$ cat src/rtl/lector_contadores_if.sv
// Signal bundle between lector_contadores and its environment: sweep control,
// the counter-block request/response pair, and the captured results.
interface lector_contadores_if;
    logic       start;
    logic [3:0] state;
    logic       valid_in;
    logic [4:0] data_in;
    logic       req;
    logic [1:0] idx;
    logic [4:0] count_0;
    logic [4:0] count_1;
    logic [4:0] count_2;
    logic [4:0] count_3;
    logic [6:0] total;
    logic       busy;
    logic       done;
    logic       timeout_err;

    modport master (
        input  start, state, valid_in, data_in,
        output req, idx, count_0, count_1, count_2, count_3,
               total, busy, done, timeout_err
    );

    modport slave (
        output start, state, valid_in, data_in,
        input  req, idx, count_0, count_1, count_2, count_3,
               total, busy, done, timeout_err
    );
endinterface

$ cat src/rtl/lector_contadores.sv
// Sweeps the four per-FIFO word counters, captures each 5-bit count and
// reports all four plus their sum, with a per-index timeout on the reply.
module lector_contadores #(
    parameter int         TIMEOUT    = 8,
    parameter logic [3:0] IDLE_CODE  = 4'b0100,
    parameter logic [3:0] RESET_CODE = 4'b0001
) (
    input  logic clk,
    input  logic reset,
    lector_contadores_if.master bus
);
    localparam int WW = $clog2(TIMEOUT);

    typedef enum logic [1:0] {S_IDLE, S_REQ, S_WAIT, S_DONE} fsm_t;

    fsm_t          fsm;
    logic [WW-1:0] wait_cnt;
    logic [4:0]    cnt [4];
    logic [6:0]    total;
    logic [6:0]    sum_next;
    logic          req;
    logic [1:0]    idx;
    logic          terr;
    logic          wait_over;

    // Index 3 is captured on the same edge that loads total, so its term
    // comes straight from data_in when the counter block answers.
    always_comb begin
        sum_next = {2'b00, cnt[0]} + {2'b00, cnt[1]} + {2'b00, cnt[2]}
                 + {2'b00, (bus.valid_in ? bus.data_in : cnt[3])};
    end

    assign wait_over = (wait_cnt == WW'(TIMEOUT - 1));

    always_ff @(posedge clk) begin
        if (reset) begin
            fsm      <= S_IDLE;
            req      <= 1'b0;
            idx      <= 2'd0;
            cnt      <= '{default: 5'd0};
            total    <= 7'd0;
            terr     <= 1'b0;
            wait_cnt <= '0;
        end else if (fsm != S_IDLE && bus.state == RESET_CODE) begin
            fsm   <= S_IDLE;
            req   <= 1'b0;
            cnt   <= '{default: 5'd0};
            total <= 7'd0;
        end else begin
            case (fsm)
                S_IDLE: begin
                    if (bus.start) begin
                        cnt   <= '{default: 5'd0};
                        total <= 7'd0;
                        terr  <= 1'b0;
                        idx   <= 2'd0;
                        req   <= (bus.state == IDLE_CODE);
                        fsm   <= S_REQ;
                    end
                end
                S_REQ: begin
                    // req is a one-cycle pulse; while the main FSM is elsewhere we just keep asking.
                    if (req) begin
                        req      <= 1'b0;
                        wait_cnt <= '0;
                        fsm      <= S_WAIT;
                    end else begin
                        req <= (bus.state == IDLE_CODE);
                    end
                end
                S_WAIT: begin
                    if (bus.valid_in || wait_over) begin
                        if (bus.valid_in) begin
                            cnt[idx] <= bus.data_in;
                        end else begin
                            terr <= 1'b1;
                        end
                        if (idx == 2'd3) begin
                            total <= sum_next;
                            fsm   <= S_DONE;
                        end else begin
                            idx <= idx + 2'd1;
                            req <= (bus.state == IDLE_CODE);
                            fsm <= S_REQ;
                        end
                    end else begin
                        wait_cnt <= wait_cnt + 1'b1;
                    end
                end
                S_DONE: begin
                    fsm <= S_IDLE;
                end
                default: begin
                    fsm <= S_IDLE;
                end
            endcase
        end
    end

    assign bus.req         = req;
    assign bus.idx         = idx;
    assign bus.count_0     = cnt[0];
    assign bus.count_1     = cnt[1];
    assign bus.count_2     = cnt[2];
    assign bus.count_3     = cnt[3];
    assign bus.total       = total;
    assign bus.busy        = (fsm != S_IDLE);
    assign bus.done        = (fsm == S_DONE);
    assign bus.timeout_err = terr;
endmodule

$ cat src/flat_wrapper.sv
// flat-port wrapper written by rule: the top's interface ports become plain ports
module lector_contadores_flat 
#(
    parameter int         TIMEOUT    = 8,
    parameter logic [3:0] IDLE_CODE  = 4'b0100,
    parameter logic [3:0] RESET_CODE = 4'b0001
)
  (clk, reset, bus_start, bus_state, bus_valid_in, bus_data_in, bus_req, bus_idx, bus_count_0, bus_count_1, bus_count_2, bus_count_3, bus_total, bus_busy, bus_done, bus_timeout_err);
  lector_contadores_if bus_i ();
  input  logic clk;
  input  logic reset;
  input wire logic [$bits(bus_i.start)-1:0] bus_start;
  input wire logic [$bits(bus_i.state)-1:0] bus_state;
  input wire logic [$bits(bus_i.valid_in)-1:0] bus_valid_in;
  input wire logic [$bits(bus_i.data_in)-1:0] bus_data_in;
  output wire logic [$bits(bus_i.req)-1:0] bus_req;
  output wire logic [$bits(bus_i.idx)-1:0] bus_idx;
  output wire logic [$bits(bus_i.count_0)-1:0] bus_count_0;
  output wire logic [$bits(bus_i.count_1)-1:0] bus_count_1;
  output wire logic [$bits(bus_i.count_2)-1:0] bus_count_2;
  output wire logic [$bits(bus_i.count_3)-1:0] bus_count_3;
  output wire logic [$bits(bus_i.total)-1:0] bus_total;
  output wire logic [$bits(bus_i.busy)-1:0] bus_busy;
  output wire logic [$bits(bus_i.done)-1:0] bus_done;
  output wire logic [$bits(bus_i.timeout_err)-1:0] bus_timeout_err;
  assign bus_i.start = bus_start;
  assign bus_i.state = bus_state;
  assign bus_i.valid_in = bus_valid_in;
  assign bus_i.data_in = bus_data_in;
  assign bus_req = bus_i.req;
  assign bus_idx = bus_i.idx;
  assign bus_count_0 = bus_i.count_0;
  assign bus_count_1 = bus_i.count_1;
  assign bus_count_2 = bus_i.count_2;
  assign bus_count_3 = bus_i.count_3;
  assign bus_total = bus_i.total;
  assign bus_busy = bus_i.busy;
  assign bus_done = bus_i.done;
  assign bus_timeout_err = bus_i.timeout_err;
  lector_contadores #(.TIMEOUT(TIMEOUT), .IDLE_CODE(IDLE_CODE), .RESET_CODE(RESET_CODE)) u_core (.clk(clk), .reset(reset), .bus(bus_i));
endmodule
$ cat config.mk
export PLATFORM = sky130hd
export DESIGN_NAME = lector_contadores_flat
export DESIGN_NICKNAME = d
export VERILOG_FILES = /design/src/rtl/lector_contadores_if.sv /design/src/rtl/lector_contadores.sv /design/src/flat_wrapper.sv
export SDC_FILE = /design/constraint.sdc
export NUM_CORES = 1
export LEC_CHECK = 0
export ABC_AREA = 1
export BUFFER_PORTS_ARGS = -buffer_cell sky130_fd_sc_hd__buf_2
export CAP_MARGIN = 20
export CORE_UTILIZATION = 28
export DETAILED_ROUTE_END_ITERATION = 10
export PLACE_DENSITY = 0.52
export SETUP_SLACK_MARGIN = 0.3
export SLEW_MARGIN = 10
export SYNTH_ARGS = -nofsm -noshare
export SYNTH_HDL_FRONTEND = slang
export SYNTH_SLANG_ARGS = --single-unit
$ cat constraint.sdc
create_clock -name clk -period 3.7 [get_ports clk]
set_input_delay 0.74 -clock clk [delete_from_list [all_inputs] [get_ports clk]]
set_output_delay 0.74 -clock clk [all_outputs]
set_load 0.005 [all_outputs]
# Word level (Yosys, flattened, before mapping)
# Index checks and enable logic that the tools add are counted.
# Widths: inputs -> output; s select.
# classes
addsub	5
n_mul	0
n_div	0
order_cmp	2
eq_ne	15
shifts	0
n_mux	33
bitwise_logic	2
reduce_logical	16
# op_table
operator	count
$mux 20	3
$pmux 20 s2	1
$mux 7	3
$bwmux 20	1
$reduce_and 4->1	4
$add 7x5->7	2
$mux 2	7
$pmux 7 s2	1
$demux 5 s2	1
$mux 5	2
$ne 2x2->1 const B	5
$reduce_and 5->1	2
$pmux 2 s4	1
$mux 1	7
$add 5x5->6	1
$eq 2x2->1 const B	3
$mux 3	2
$ne 2x1->1 const B	3
$pmux 3 s2	1
$reduce_bool 2->1	3
$eq 4x1->1 const B	1
$eq 4x3->1 const B	1
$pmux 2 s2	1
$add 3x1->3 const B	1
other kinds (15)	16
# totals
regBits	36
latchBits	0
mem_bits_rw	0
mem_bits_ro	0
input_bits	13
output_inout_bits	33
elab_cells	83
mem_count	0

# Longest topological paths before layout
# Gate-level depths: netlist of run 1.
# depth
depth_word	9
ltp_mapped	14

# Worst setup path before layout of run 1
# No wires, ideal clock.
# synth_path
path_type	input to register
from	input bus_valid_in
to	register u_core.total[5], in the netlist u_core.bus.total[5]
setup_ps	70
arrival_ps	2616
required_time_ps	3630
slack_ps	1014
stages	13
path_buffers	1
cell_sequence	buf_4 mux2i_1 fa_1 inv_1 ha_1 inv_1 fa_1 nand3b_1 nand2_1 nand2_1 nand2_1 nand2_1 a21oi_1
# synth_between
elab_chain_cells	5
# synth_lines
element	line_no	rtl
start: declaration	flat_wrapper.sv:14	input wire logic [$bits(bus_i.valid_in)-1:0] bus_valid_in;
$mux 5	lector_contadores.sv:30	+ {2'b00, (bus.valid_in ? bus.data_in : cnt[3])};
$add 7x5->7	lector_contadores.sv:30	
$mux 7	lector_contadores.sv:78	if (idx == 2'd3) begin
$mux 7	lector_contadores.sv:72	if (bus.valid_in || wait_over) begin
$pmux 7 s2	lector_contadores.sv:50	case (fsm)
end signal: assignment	lector_contadores.sv:79	total <= sum_next;
end: declaration	lector_contadores.sv:19	logic [6:0] total;
# Parallel ways exist; a longest one is shown, timed or not. The select of a mux whose other input is x is not followed.
# A chain may end at the register's enable or synchronous reset.

# Worst setup path in the final report of run 1
# layout_path
from	register u_core.cnt, in the netlist u_core.bus.count_1[0]
to	register u_core.total[5], in the netlist u_core.bus.total[5]
# layout_between
elab_chain_cells	6
# layout_lines
element	line_no	rtl
start: declaration	lector_contadores.sv:18	logic [4:0] cnt [4];
start signal: indexed assignment	lector_contadores.sv:74	cnt[idx] <= bus.data_in;
$add 5x5->6	lector_contadores.sv:29	sum_next = {2'b00, cnt[0]} + {2'b00, cnt[1]} + {2'b00, cnt[2]}
$add 7x5->7	lector_contadores.sv:29	
$add 7x5->7	lector_contadores.sv:30	
$mux 7	lector_contadores.sv:78	
$mux 7	lector_contadores.sv:72	
$pmux 7 s2	lector_contadores.sv:50	
# No other way between the ends. The select of a mux whose other input is x is not followed.

==> results.json, run 1 <==
{
  "status": "finished, final reports clean",
  "fill_cells": 866,
  "syn_avg_cell_area_sq_um": 7.342,
  "numCtsBuffers": 5,
  "syn_to_final_growth_pct": 18.91,
  "fin_crit_ns": 2.794,
  "syn_nets": 352,
  "crit_arrival_ns": 3.03,
  "cts_resized": 0,
  "grt_max_degree": 28,
  "power_density_mw_per_mm2": 473.4,
  "drive_gt1_share_pct": 17.93,
  "mostFrequentLayoutCells": "83 x nand2_1, 45 x buf_2, 43 x a21oi_1",
  "grt_usage_pct": 14.13,
  "ys_top_cells_by_area": "dfxtp_1 32%, nand2_1 14%, ha_1 12%",
  "syn_inst": 310,
  "cp.required_ns": 3.93,
  "grt_busiest_layer": "met2",
  "synth_area_sq_mm": 0.002276,
  "final_common_cell": "nand2_1",
  "initial_core_util_pct": 29.15,
  "dr.pass1.iters": 4,
  "fmax_mhz": 357.9,
  "min_path_type": "flop to flop",
  "clock_sinks": 36,
  "use_met2_pct": 24.00,
  "path_clk_slew_ns": 0.08,
  "layout.cells.non_filler": 459,
  "cts_max_level": 2,
  "grt_overflow": 0,
  "end_kind": "flop",
  "ios": 46,
  "path_max_fanout": 3,
  "cts_root_buf": "clkbuf_8",
  "core_area_sq_mm": 0.007807,
  "fin_crit_sh_pct": 75.52,
  "cts-hold-fix-buffers": 0,
  "worst_pin_slew_ns": 0.5913,
  "yosysUniqueCellTypes": 26,
  "rsz0062_at_grt": "no",
  "cellLeakagePower_nw": 1.319,
  "ys_seq_elements": 36,
  "post_cts_buffers": 0,
  "cts_buffer_depth": 2,
  "cts_tree": "done",
  "synth_area_leader_cell": "dfxtp_1",
  "yosysWarnings": 0,
  "die_width_microns": 92.16,
  "grt_pass1_vias": 1964,
  "fin_tns_setup_ns": 0,
  "gp_congestion": 0.7780,
  "dp_cells": 451,
  "use_met1_pct": 18.21,
  "dpl.hpwl_mm": 4.496,
  "setup_viol": 0,
  "routed_wl_mm": 5.654,
  "nNetsFinal": 398,
  "antenna_found_initial": 0,
  "clock_skew_ns": 0.006574,
  "drc": 0,
  "numPortBuffers": 45,
  "via_per_inst": 4.477,
  "diodes": 0,
  "dieArea_sq_mm": 0.008493,
  "dieHeight_microns": 92.16,
  "seq_area_frac_synth_pct": 31.67,
  "start_kind": "flop",
  "wire_per_inst_microns": 12.32,
  "synth_top_area_share_pct": 31.67,
  "timing_worst_setup_path_type": "flop to flop",
  "met3_usage_pct": 2.570,
  "drv_slew": 0,
  "hold_violations": 0,
  "rows": 32,
  "ant_nets": 0,
  "grt_first_pass_wirelength_mm": 9.446,
  "via_count": 2055,
  "slew-limit-headroom_pct": 60.58,
  "ir_worst_vdd_mv": 0.2452,
  "drtIter0Drc": 74,
  "clock_latency_ns": 0.30,
  "cap_violations": 0
}
==> metal layers <==
| layer | vias up | wire length [microns] |
|---|---|---|
| li1 | 1087 | - |
| met1 | 920 | 2725 |
| met2 | 41 | 2660 |
| met3 | 7 | 199 |
| met4 | 0 | 69 |
| met5 | - | 0 |
==> stage by stage <==
step	area [sq um]	hold slack (ns)	setup slack (ns)	utilization, %	power, mW
3_3_place_gp	2595	0.4462	0.8821	33.24	0.9367
2_1_floorplan	2276	0.4373	1.014	-	0.8258
6_report	2706	0.4604	0.9058	34.66	1.281
4_1_cts	2706	0.4571	0.8945	34.66	1.301
3_5_place_dp	2595	0.4398	0.8223	33.24	0.9410
5_1_grt	2706	0.4827	0.6979	34.66	1.384
==> cells in the mapped netlist <==
cell type,n
nor2_2,3
inv_1,41
a21oi_4,1
o21ai_0,3
nor3_2,1
ha_1,22
nand2_2,2
nand4_1,1
inv_2,2
xor2_1,1
buf_6,1
nand3b_1,3
buf_2,3
mux2i_1,5
nor2_1,14
a21oi_1,43
nand2_1,83
clkbuf_1,2
or2_2,1
o21bai_1,1
xnor2_1,3
o211ai_1,3
buf_4,1
nand3_1,27
dfxtp_1,36
fa_1,7
==> state kept, by name, summed over array words and instances (netlist names), 2 cells and up <==
| name | flops |
|---|---|
| u_core.bus.count_0 | 5 |
| u_core.bus.count_1 | 5 |
| u_core.bus.count_2 | 5 |
| u_core.bus.count_3 | 5 |
| u_core.bus.idx | 2 |
| u_core.bus.total | 7 |
| u_core.fsm | 2 |
| u_core.wait_cnt | 3 |
==> worst max-delay path, cell delays in order (launching register included) <==
cell	delay, ns
dfxtp_1	0.33
ha_1	0.22
fa_1	0.48
inv_1	0.06
fa_1	0.44
inv_1	0.06
ha_1	0.16
inv_1	0.05
fa_1	0.39
nand3b_1	0.20
nand2_1	0.08
nand2_1	0.05
nand2_1	0.05
nand2_1	0.04
a21oi_1	0.12
==> area by class of cell <==
class / instances / area, sq um / area share, %
clock buffers: 5 / 68.82 / 2.543
clock inverters: 3 / 42.54 / 1.572
inverters: 43 / 161.4 / 5.964
multi-input cells: 224 / 1353 / 49.98
flip-flops and latches: 36 / 720.7 / 26.63
well taps: 102 / 127.6 / 4.716
repair buffers: 46 / 232.7 / 8.599
==> worst paths after layout <==
kind	startpoint	to	slack, ns	depth (start not counted)
hold reg to reg	u_core.bus.timeout_err$_SDFFE_PP0P_	u_core.bus.timeout_err$_SDFFE_PP0P_	0.46	2
hold / removal	u_core.bus.timeout_err$_SDFFE_PP0P_	u_core.bus.timeout_err$_SDFFE_PP0P_	0.46	2
setup reg to reg	u_core.bus.count_1[0]$_SDFFE_PP0P_	u_core.bus.total[5]$_SDFFE_PP0P_	0.91	14
setup / recovery	u_core.bus.count_1[0]$_SDFFE_PP0P_	u_core.bus.total[5]$_SDFFE_PP0P_	0.91	14
==> cell families after synthesis <==
kind of cell               Yosys count  share of synthesized area (%)
muxes                                5                          2.199
adders and majority gates           29                          18.25
and+or+nand+nor                    135                          25.29
xor gates and xnor gates             4                          1.540
DFF                                 36                          31.67
buffers and inverters               50                          8.906
AOI/OAI and AO/OA                   51                          12.15
==> report_power, final <==
part | switching [mW] | internal, mW | leakage, nW
logic | 0.332 | 0.148 | 0.974
clock network | 0.154 | 0.199 | 0.0541
registers | 0.0281 | 0.419 | 0.291
Power figures use the tool's default switching activity.
==> run 2, diff against run 1 <==
--- a/config.mk
+++ b/config.mk
@@ -5,12 +5,12 @@
 export SDC_FILE = /design/constraint.sdc
 export NUM_CORES = 1
 export LEC_CHECK = 0
-export ABC_AREA = 1
+export ABC_AREA = 0
 export BUFFER_PORTS_ARGS = -buffer_cell sky130_fd_sc_hd__buf_2
 export CAP_MARGIN = 20
 export CORE_UTILIZATION = 28
 export DETAILED_ROUTE_END_ITERATION = 10
-export PLACE_DENSITY = 0.52
+export PLACE_DENSITY = 0.53
 export SETUP_SLACK_MARGIN = 0.3
 export SLEW_MARGIN = 10
 export SYNTH_ARGS = -nofsm -noshare
==> constraint.sdc (replaced) <==
create_clock -name clk -period 2.6 [get_ports clk]
set_input_delay 0.52 -clock clk [delete_from_list [all_inputs] [get_ports clk]]
set_output_delay 0.52 -clock clk [all_outputs]
set_load 0.005 [all_outputs]
==> run 2 against run 1 <==
Net effect: the flow now finishes with violations (negative setup slack); final area grew 7.6%; largest cell class unchanged; clock power up 99%; global-route usage grew 0.070 points; critical path type unchanged.
==> results.json, run 2 <==
{
  "wire_per_inst_microns": 13.78,
  "dp_cells": 396,
  "path_clk_slew_ns": 0.08,
  "fin_crit_sh_pct": 106.7,
  "start_kind": "flop",
  "cts_root_buf": "clkbuf_8",
  "stdcell_area_sq_mm": 0.002913,
  "via_count": 1924,
  "synth_top_area_share_pct": 33.31,
  "drtIter0Drc": 84,
  "fin_crit_ns": 2.774,
  "rsz0062_at_grt": "yes",
  "final_common_cell": "buf_2",
  "slew-limit-headroom_pct": 73.06,
  "diodes": 0,
  "routed_wl_mm": 5.610,
  "synth_area_sq_mm": 0.002163,
  "whs_path_depth": 2,
  "wl_met1_mm": 2.867,
  "synth_edf_count": 0,
  "drc": 0,
  "numPortBuffers": 45,
  "yosysWarnings": 0,
  "met3_length_microns": 199,
  "rows": 31,
  "dominantRegCellSynth": "dfxtp_1",
  "cap_violations": 0,
  "setup_ws_ns": -0.1738,
  "synth_area_leader_cell": "dfxtp_1",
  "critPathMaxStageDelay_ns": 0.53,
  "syn_nets": 282,
  "worst_pin_slew_ns": 0.3998,
  "synthArstFlopShare_pct": 0,
  "largest_reg_flops": 7,
  "r2r_cells": 13,
  "grt_pass1_vias": 1880,
  "violations": "negative setup slack",
  "clock_latency_ns": 0.30,
  "ys_seq_elements": 36,
  "core_area_sq_mm": 0.007370,
  "clock_sinks": 36,
  "nNetsFinal": 349,
  "setup_viol": 5,
  "numCtsBuffers": 5,
  "dpl.hpwl_mm": 4.140,
  "ios": 46,
  "crit_arrival_ns": 2.95,
  "drive_gt1_share_pct": 36.69,
  "ir_worst_vdd_mv": 0.2407,
  "seq_area_frac_synth_pct": 33.31,
  "cts_tree": "done",
  "cellLeakagePower_nw": 1.357,
  "cts_max_level": 2,
  "cp.required_ns": 2.78,
  "antenna_found_initial": 0,
  "cp_common_cell": "inv_2",
  "dieArea_sq_mm": 0.008082,
  "cts-hold-fix-buffers": 0,
  "syn_to_final_growth_pct": 34.64,
  "clock_skew_ns": 0.007083,
  "grt_usage_pct": 14.20,
  "grt_max_degree": 28,
  "status": "finished, violations left",
  "min_path_type": "flop to flop",
  "hold-worst-slack_ns": 0.4568,
  "ys_top_cells_by_area": "dfxtp_1 33%, ha_1 13%, a32oi_1 8.5%",
  "die_width_microns": 89.90,
  "synth.most_common_cell": "nor2_1",
  "seqCellArea_sq_um": 725.7,
  "dieHeight_microns": 89.90,
  "timing_worst_setup_path_type": "flop to flop",
  "path_max_fanout": 2,
  "end_kind": "flop",
  "power_density_mw_per_mm2": 671.1,
  "drv_slew": 0,
  "met2_length_mm": 2.472,
  "cp_slowest_cell": "fa_2",
  "syn_avg_cell_area_sq_um": 9.014,
  "via_per_inst": 4.727,
  "grt_first_pass_wirelength_mm": 9.280,
  "fin_tns_setup_ns": -0.5485,
  "syn_inst": 240,
  "cts_buffer_depth": 2,
  "mostFrequentLayoutCells": "45 x buf_2, 37 x nor2_1, 32 x dfxtp_1",
  "layout.cells.non_filler": 407,
  "top_register": "u_core.bus.total",
  "ant_nets": 0,
  "final_core_util_pct": 39.52,
  "grt_overflow": 0,
  "fmax_mhz": 360.5,
  "cp_cell_sequence": "ha_4 -> fa_2 -> inv_2 -> fa_1 -> inv_2 -> ha_4 -> inv_2 -> fa_2 -> nand2b_4 -> a21oi_2 -> xor2_1 -> a22oi_1 -> nor2_1",
  "place_area_sq_mm": 0.002648,
  "yosysUniqueCellTypes": 41,
  "gp_congestion": 0.8325,
  "hold_violations": 0,
  "dr.pass1.iters": 4,
  "top_layer_used": "met4",
  "fill_cells": 753,
  "synth_commonest_cells": "38 x nor2_1, 36 x dfxtp_1, 27 x inv_1, 22 x ha_1, 21 x a32oi_1",
  "multi_input_area_sq_mm": 0.001390,
  "initial_core_util_pct": 29.35
}
-- run 2: worst paths after layout --
| kind | start | endpoint | slack [ns] |
|---|---|---|---|
| setup / recovery | u_core.bus.count_0[0]$_SDFFE_PP0P_ | u_core.bus.total[5]$_SDFFE_PP0P_ | -0.17 |
| hold / removal | u_core.bus.total[6]$_SDFFE_PP0P_ | u_core.bus.total[6]$_SDFFE_PP0P_ | 0.46 |
| setup reg to reg | u_core.bus.count_0[0]$_SDFFE_PP0P_ | u_core.bus.total[5]$_SDFFE_PP0P_ | -0.17 |
| hold reg to reg | u_core.bus.total[6]$_SDFFE_PP0P_ | u_core.bus.total[6]$_SDFFE_PP0P_ | 0.46 |
-- run 2: stage by stage --
step	setup WS (ns)	power [mW]
after global routing	-0.2941	2.054
after detailed placement	-0.2202	1.248
after CTS	-0.1870	1.963
after floorplan	-0.1067	1.061
final	-0.1738	1.955
after global placement	-0.1976	1.248
-- run 2: cell families after synthesis --
group                      after synthesis  share of synthesized area, %
AOI/OAI and AO/OA                       61                         20.94
DFF                                     36                         33.31
xor gates and xnor gates                 5                         2.024
muxes                                    6                         2.776
adders and majority gates               29                         19.20
and+or+nand+nor                         67                         14.46
buffers and inverters                   36                         7.287
-- run 2: power breakdown --
part	total (mW)	internal (mW)	switching [mW]
clock network	0.703	0.480	0.223
logic	0.641	0.238	0.403
registers	0.611	0.579	0.0322
-- run 2: area by class of cell --
class / count / area share (%)
sequential: 36 / 24.91
clock inverter: 3 / 3.093
inverter: 27 / 3.479
timing repair buffer: 69 / 14.18
tap: 99 / 4.253
multi-input combinational: 168 / 47.72
clock buffer: 5 / 2.363
-- run 2: timing repair --
item,in CTS,in global routing
pin swaps,12,15
gates resized for setup,11,6
setup buffers,2,1
setup endpoints to repair,5,5
-- run 2: per-layer routing --
metal	GRT usage, %	vias up
met5	0	-
met4	4.570	0
met3	2.876	5
met2	22.37	44
met1	19.43	894
li1	-	981
-- run 2: critical path, delay by kind of cell, from the launching register on --
kind,cells,cell delay (ns)
AND/OR/NAND/NOR,2,0.21
adder cells (fa/ha/maj),5,1.59
XOR/XNOR,1,0.08
buffers and inverters,3,0.15
flip-flops,1,0.34
AO/OA/AOI/OAI,2,0.28
==> run 3, diff against run 2 <==
--- a/config.mk
+++ b/config.mk
@@ -8,6 +8,7 @@
 export ABC_AREA = 0
 export BUFFER_PORTS_ARGS = -buffer_cell sky130_fd_sc_hd__buf_2
 export CAP_MARGIN = 20
+export CORE_MARGIN = 5
 export CORE_UTILIZATION = 28
 export DETAILED_ROUTE_END_ITERATION = 10
 export PLACE_DENSITY = 0.53
==> run 3 against run 2 <==
Net effect: routed wire length grew 0.93%; worst setup slack gained 0.0059 ns; via count down 0.57%; the flow still finishes with violations (negative setup slack); count of clock-buffer cells in the layout is the same; clock skew rose by 0.0011 ns; non-clock buffer count down 2; combinational power fell by 3.4%; global-route usage down 2.1 points; sequential share of layout area rose by 0.88 points.
==> results.json, run 3 (synthesis results as in run 2) <==
{
  "status": "finished, violations left",
  "violations": "negative setup slack",
  "grt_usage_pct": 12.12,
  "path_max_fanout": 2,
  "grt_pass1_vias": 1922,
  "cts_max_level": 2,
  "dieArea_sq_mm": 0.009584,
  "seqCellArea_sq_um": 724.4,
  "rsz0062_at_grt": "yes",
  "hold-worst-slack_ns": 0.4599,
  "syn_to_final_growth_pct": 29.84,
  "multi_input_area_sq_mm": 0.001341,
  "setup_viol": 5,
  "drtIter0Drc": 91,
  "cts_root_buf": "clkbuf_8",
  "cap_violations": 0,
  "timing_worst_setup_path_type": "flop to flop",
  "via_count": 1913,
  "wire_per_inst_microns": 13.88,
  "top_register": "u_core.bus.total",
  "drv_slew": 0,
  "place_area_sq_mm": 0.002664,
  "dpl.hpwl_mm": 4.285,
  "final_core_util_pct": 36.92,
  "fin_crit_sh_pct": 106.5,
  "fin_crit_ns": 2.768,
  "grt_max_degree": 21,
  "fill_cells": 813,
  "ant_nets": 0,
  "stdcell_area_sq_mm": 0.002809,
  "grt_first_pass_wirelength_mm": 9.432,
  "cellLeakagePower_nw": 1.331,
  "cts_tree": "done",
  "die_width_microns": 97.90,
  "largest_reg_flops": 7,
  "drc": 0,
  "slew-limit-headroom_pct": 71.97,
  "crit_arrival_ns": 2.95,
  "hold_violations": 0,
  "clock_sinks": 36,
  "numPortBuffers": 45,
  "gp_congestion": 0.7951,
  "drive_gt1_share_pct": 33.99,
  "final_common_cell": "buf_2",
  "diodes": 0,
  "numCtsBuffers": 5,
  "min_path_type": "flop to flop",
  "end_kind": "flop",
  "start_kind": "flop",
  "pre_cts_slack_ns": -0.2171,
  "setup_ws_ns": -0.1679,
  "clock_skew_ns": 0.008215,
  "cts-hold-fix-buffers": 0,
  "via_per_inst": 4.689,
  "dieHeight_microns": 97.90,
  "path_clk_slew_ns": 0.08,
  "cts_buffer_depth": 2,
  "power_density_mw_per_mm2": 618.6,
  "dr.pass1.iters": 5,
  "routed_wl_mm": 5.662,
  "initial_core_util_pct": 28.44,
  "ir_worst_vdd_mv": 0.2123,
  "worst_pin_slew_ns": 0.4204,
  "finalPower_mw": 1.738,
  "cp.required_ns": 2.79,
  "clock_latency_ns": 0.29,
  "mostFrequentLayoutCells": "45 x buf_2, 38 x nor2_1, 33 x dfxtp_1",
  "fmax_mhz": 361.3,
  "nNetsFinal": 347,
  "rows": 32,
  "grt_overflow": 0,
  "antenna_found_initial": 0,
  "core_area_sq_mm": 0.007607,
  "ios": 46
}
[run 3: timing repair]
item	CTS	global route
setup endpoints to repair	5	5
setup buffers	1	0
cloned	0	0
pin swaps	5	5
resized for setup	3	4
[run 3: layer usage]
layer	share of wire, %	wire [microns]	track usage (%)	up-vias
li1	-	-	-	979
met1	47	2678	15.17	895
met2	48	2719	20.10	32
met3	2.7	155	2.643	7
met4	1.9	110	5.112	0
met5	0	0	0	-
[run 3: path summary, 6_finish.rpt]
path / from / end / slack (ns) / cells past startpoint
worst max register to register: u_core.bus.count_0[0]$_SDFFE_PP0P_ / u_core.bus.total[5]$_SDFFE_PP0P_ / -0.17 / 13
worst min register to register: u_core.bus.total[6]$_SDFFE_PP0P_ / u_core.bus.total[6]$_SDFFE_PP0P_ / 0.46 / 2
worst min-delay path: u_core.bus.total[6]$_SDFFE_PP0P_ / u_core.bus.total[6]$_SDFFE_PP0P_ / 0.46 / 2
worst max-delay path: u_core.bus.count_0[0]$_SDFFE_PP0P_ / u_core.bus.total[5]$_SDFFE_PP0P_ / -0.17 / 13
[run 3: power by group]
part           internal (mW)  switching (mW)
combinational          0.233           0.386
sequential             0.579          0.0336
clock                  0.284           0.222
[run 3: cell type report]
| class | instances | share of cell area (%) |
|---|---|---|
| clock buffers | 5 | 2.450 |
| clock inverters | 3 | 1.514 |
| inverters | 27 | 3.608 |
| multi-input cells | 168 | 47.75 |
| flip-flops and latches | 36 | 25.79 |
| well taps | 102 | 4.543 |
| repair buffers | 67 | 14.34 |
[run 3: critical path: stages, from the launching register on]
cell      delay [ns]
dfxtp_2         0.34
ha_4            0.16
fa_2            0.52
inv_2           0.04
fa_1            0.44
inv_1           0.07
ha_2            0.17
inv_2           0.04
fa_2            0.33
nand2b_4        0.15
a21oi_2         0.12
xor2_1          0.07
a22oi_1         0.14
nor2_1          0.06
[run 3: per-stage QoR]
stage,instances,TNS [ns]
6_report,408,-0.5106
2_1_floorplan,240,-0.2361
3_3_place_gp,399,-0.6954
3_5_place_dp,399,-0.7343
5_1_grt,408,-1.221
4_1_cts,408,-0.6420
